## src/rtl/data_reg_arbiter.sv

```systemverilog
// data_reg_arbiter: round-robin writer of one shared data register, with
// optional bounded lock bursts enabled by the macro DATA_REG_ARB_LOCK_EN.
module data_reg_arbiter #(
    parameter int WORDSIZE = 8,
    parameter int NREQ     = 4,
    parameter int LOCK_MAX = 15
) (
    input  logic                     clk,
    input  logic                     rst,
    input  logic [NREQ-1:0]          req,
    input  logic [NREQ*WORDSIZE-1:0] wdata,
    input  logic [NREQ-1:0]          lock,
    output logic [NREQ-1:0]          gnt,
    output logic [WORDSIZE-1:0]      data,
    output logic                     data_vld,
    output logic                     locked
);
    localparam int PW = $clog2(NREQ);
    localparam logic [PW:0] NR = (PW+1)'(NREQ);

    logic [PW-1:0]       ptr_q;
    logic [NREQ-1:0]     gnt_q;
    logic [WORDSIZE-1:0] data_q;
    logic                vld_q;
    logic [2*NREQ-1:0]   rot;
    logic [PW-1:0]       off;
    logic [PW:0]         sum;
    logic [PW-1:0]       win;
    logic [PW-1:0]       win_nxt;
    logic                any;
    logic                hold;
    logic                take;
    logic [PW-1:0]       sel;

    // Round-robin winner: rotate req so ptr sits at bit 0, take the lowest set bit.
    always_comb begin
        rot = {req, req} >> ptr_q;
        off = '0;
        for (int i = NREQ - 1; i >= 0; i--)
            if (rot[i]) off = PW'(i);
        sum     = {1'b0, ptr_q} + {1'b0, off};
        win     = (sum >= NR) ? PW'(sum - NR) : PW'(sum);
        win_nxt = (win == PW'(NREQ - 1)) ? '0 : win + PW'(1);
        any     = |req;
    end

`ifdef DATA_REG_ARB_LOCK_EN
    localparam int CW = $clog2(LOCK_MAX + 1);
    typedef enum logic {IDLE, LOCK} state_t;
    state_t        state_q;
    logic [CW-1:0] cnt_q;
    logic [PW-1:0] owner_q;
    logic          locked_q;

    assign hold   = (state_q == LOCK) && req[owner_q] && lock[owner_q] && (cnt_q < CW'(LOCK_MAX));
    assign sel    = hold ? owner_q : win;
    assign locked = locked_q;

    // Lock FSM: extend the burst while the owner keeps asking, otherwise fall
    // back to idle arbitration, which may immediately start a new burst.
    always_ff @(posedge clk) begin
        if (rst) begin
            state_q  <= IDLE;
            cnt_q    <= '0;
            owner_q  <= '0;
            locked_q <= 1'b0;
        end else if (hold) begin
            cnt_q <= cnt_q + CW'(1);
        end else if (any && lock[win]) begin
            state_q  <= LOCK;
            cnt_q    <= CW'(1);
            owner_q  <= win;
            locked_q <= 1'b1;
        end else begin
            state_q  <= IDLE;
            cnt_q    <= '0;
            locked_q <= 1'b0;
        end
    end
`else
    logic unused_lock;
    assign unused_lock = (^lock) ^ (LOCK_MAX == 0);
    assign hold        = 1'b0;
    assign sel         = win;
    assign locked      = 1'b0;
`endif

    assign take = hold | any;

    // Grant, register load and pointer advance; a locked grant leaves ptr at owner+1.
    always_ff @(posedge clk) begin
        if (rst) begin
            gnt_q  <= '0;
            data_q <= '0;
            vld_q  <= 1'b0;
            ptr_q  <= '0;
        end else begin
            gnt_q <= take ? (NREQ'(1) << sel) : '0;
            vld_q <= take;
            if (take) data_q <= wdata[sel*WORDSIZE +: WORDSIZE];
            if (!hold && any) ptr_q <= win_nxt;
        end
    end

    assign gnt      = gnt_q;
    assign data     = data_q;
    assign data_vld = vld_q;
endmodule

```

## config.mk

```make
export PLATFORM = sky130hd
export DESIGN_NAME = data_reg_arbiter
export DESIGN_NICKNAME = d
export VERILOG_FILES = /design/src/rtl/data_reg_arbiter.sv
export SDC_FILE = /design/constraint.sdc
export NUM_CORES = 1
export LEC_CHECK = 0
export ABC_AREA = 1
export CAP_MARGIN = 40
export CORE_ASPECT_RATIO = 1.4
export CORE_UTILIZATION = 35
export DETAILED_ROUTE_END_ITERATION = 16
export PLACE_DENSITY = 0.74
export SYNTH_ARGS = -nofsm -noshare
export SYNTH_HDL_FRONTEND = slang
export SYNTH_SLANG_ARGS = --single-unit
```

## constraint.sdc

```tcl
create_clock -name clk -period 3.15 [get_ports clk]
set_clock_uncertainty 0.05 [all_clocks]
set_input_delay 0.63 -clock clk [delete_from_list [all_inputs] [get_ports clk]]
set_output_delay 0.63 -clock clk [all_outputs]
set_load 0.01 [all_outputs]
```

==> flow_summary.ini <==
[drt]
routed_via_density = 4.71
routed_wirelength_um = 2630
wl_per_cell_um = 10.9
drc = 0
dr.pass1.iters = 4
drtIter0Drc = 18
vias = 1139
ant_nets = 0

[setup_path]
critPathMostFrequentCell = nand3_1
worst-setup-path-type = in2reg
cp.arrival_ns = 2.76
cp-start-kind = primary input
worstPathRequired_ns = 3.29
cp-end-kind = register
cpPeakStageDelay_ns = 0.56
crit_fanout = 15
cp_slowest_cell = clkdlybuf4s50_1
crit_chain = clkdlybuf4s50_1, nand2_1, nand3_1, nand2_2, nand3_1, a21boi_0, ha_1, clkinv_1, buf_4, nor2_1, o21ai_2, nand3_1, nand2_1

[floorplan]
die_w_um = 47.2
die_y_um = 65.3
dieArea_um2 = 3080
initial_core_util_pct = 37.5
ioPinCount = 56
rows = 22
coreArea_um2 = 2670

[yosys]
syn_avg_cell_area_um2 = 6.42
synth_seq_area_share_pct = 30.0
synth_compound_area_share_pct = 2.38
synthMuxAreaShare_pct = 1.00
synth_top_family_by_area = simple AND/OR/NAND/NOR gates
synth-xor-area-share_pct = 1.62
synth.distinct_cells = 27
syn_area_um2 = 1000
synth-simple-area-share_pct = 56.0
synthCells = 156
synthAdderAreaFrac_pct = 1.25
yosysWarnings = 0
syn_nets = 199
synth-seq-cells = 15

[clock_tree]
cts_hold_buf = 0
clock_tree.root_cell = clkbuf_4
cts_resized = 0
cts_tree = yes
clkLatencyLatePin_ns = 0.28
numCtsBuffers = 3
post_cts_buffers = 0
clk_pin_slew_ns = 0.10
clockBufferDepth = 2
cts.sinks = 15
ctsHtreeMaxLevel = 1

[finish]
syn_to_final_growth_pct = 55.1
final-instance-count-excl-fill = 242
layout.nets = 250
diodes = 0
layout_common_cells = nand2_1 (73), clkdlybuf4s50_1 (50), nand3_1 (26)
drive_gt1_share_pct = 11.7
mostFrequentLayoutCell = nand2_1

[sta]
tns_ns = 0
tightest_slew_ns = 0.533
rsz0062_at_grt = false
fin_crit_ns = 2.63
hold_viol = 0
min_period_over_period_pct = 83.3
maxSlewViolCount = 0
final-setup-viol-count = 0
maxSlewHeadroom_pct = 64.5
fmax_mhz = 381

[pwr]
powerDensity_nw_per_um2 = 934
vdd_drop_max_v = 0.000475
power_w = 0.00145
p_leak_nw = 0.714

[placed_design]
place_congestion = 0.731
place.port_buffers = 50
hpwl_um = 2190
place_inst = 238

[global_routing]
overflow = 0
antenna_found_initial = 0
grt_pass1_wl_um = 4450
grt_pass1_vias = 1118
grt_max_degree = 17
grt_use_total_pct = 19.9

[hold_path]
worst_hold_path_type = reg2reg

[flow_run]
cap_viol_max_count = 0

[run_status]
status = completed
==> state kept, by name (all words and copies together), names as in the netlist <==
register and flops:
data 8, data_vld 1, gnt 4, ptr_q 2
==> through the flow <==
stage	hold WS (ns)	cell area (um2)	setup slack, ns	util (%)
finish	0.428	1550	0.525	58.2
global route	0.455	1550	0.350	58.2
CTS	0.431	1550	0.511	58.2
detailed placement	0.407	1530	0.219	57.1
global placement	0.393	1530	0.322	57.1
floorplan	0.424	1000	1.03	-
==> worst max-delay path: cells and delay by family <==
family          cells  cell delay [ns]
fa+ha+maj           1             0.41
simple gates        7             0.60
compound gates      2             0.17
buf+inv             3             0.95
==> metal layers <==
layer  global-route usage [%]  up-vias  part of all wire (%)
met5                        0        -                     0
li1                         -      588                     -
met2                     37.5       28                    60
met3                     2.47        4                   2.6
met4                     9.29        0                   1.7
met1                     20.0      519                    36
==> logic make-up (layout without fill, tap and decap cells) <==
family / count (synthesis) / after routing
AOI/OAI and AO/OA: 3 / 3
xor gates and xnor gates: 1 / 1
adders and majority gates: 1 / 1
buffers and inverters: 15 / 65
DFF: 15 / 15
muxes: 1 / 1
other: 1 / 1
and+or+nand+nor: 119 / 119
==> final cells by class <==
| class | count | area (um2) |
|---|---|---|
| Clock buffer | 3 | 22.5 |
| Inverter | 9 | 37.5 |
| Tap cell | 36 | 45.0 |
| Clock inverter | 1 | 5.00 |
| Fill cell | 290 | 1120 |
| Sequential cell | 15 | 300 |
| Timing Repair Buffer | 52 | 515 |
| Multi-Input combinational cell | 126 | 627 |
==> Yosys cell counts (all sizes together) <==
cell,instances,area share (%)
clkbuf,1,0.37
buf,5,3.2
nand3,29,17
xor2,1,1.6
o21ai,1,0.88
dfxtp,15,30
a211oi,1,0.75
nor4,1,2.1
nand2,79,32
mux2i,1,1.0
inv,7,2.9
nor2,10,4.2
a21boi,1,0.75
clkinv,2,0.87
ha,1,1.2
conb,1,0.37
==> worst paths after layout <==
path / endpoint / from / slack [ns] / depth (start not counted)
worst max-delay path: data[0] / req[1] / 0.52 / 13
worst min-delay path: data[6] / data[6] / 0.43 / 2
worst max register to register: data[0] / ptr_q[1] / 0.89 / 12
worst min register to register: data[6] / data[6] / 0.43 / 2
==> power breakdown <==
group / switching, W / leakage, nW / internal (W) / total (W)
Combinational: 0.000609 / 0.572 / 0.000423 / 0.00103
Sequential: 0.0000457 / 0.124 / 0.000263 / 0.000308
Clock: 0.0000635 / 0.0177 / 0.0000471 / 0.000111
Total: 0.000719 / 0.714 / 0.000732 / 0.00145
(Power assumes the default switching activity.)
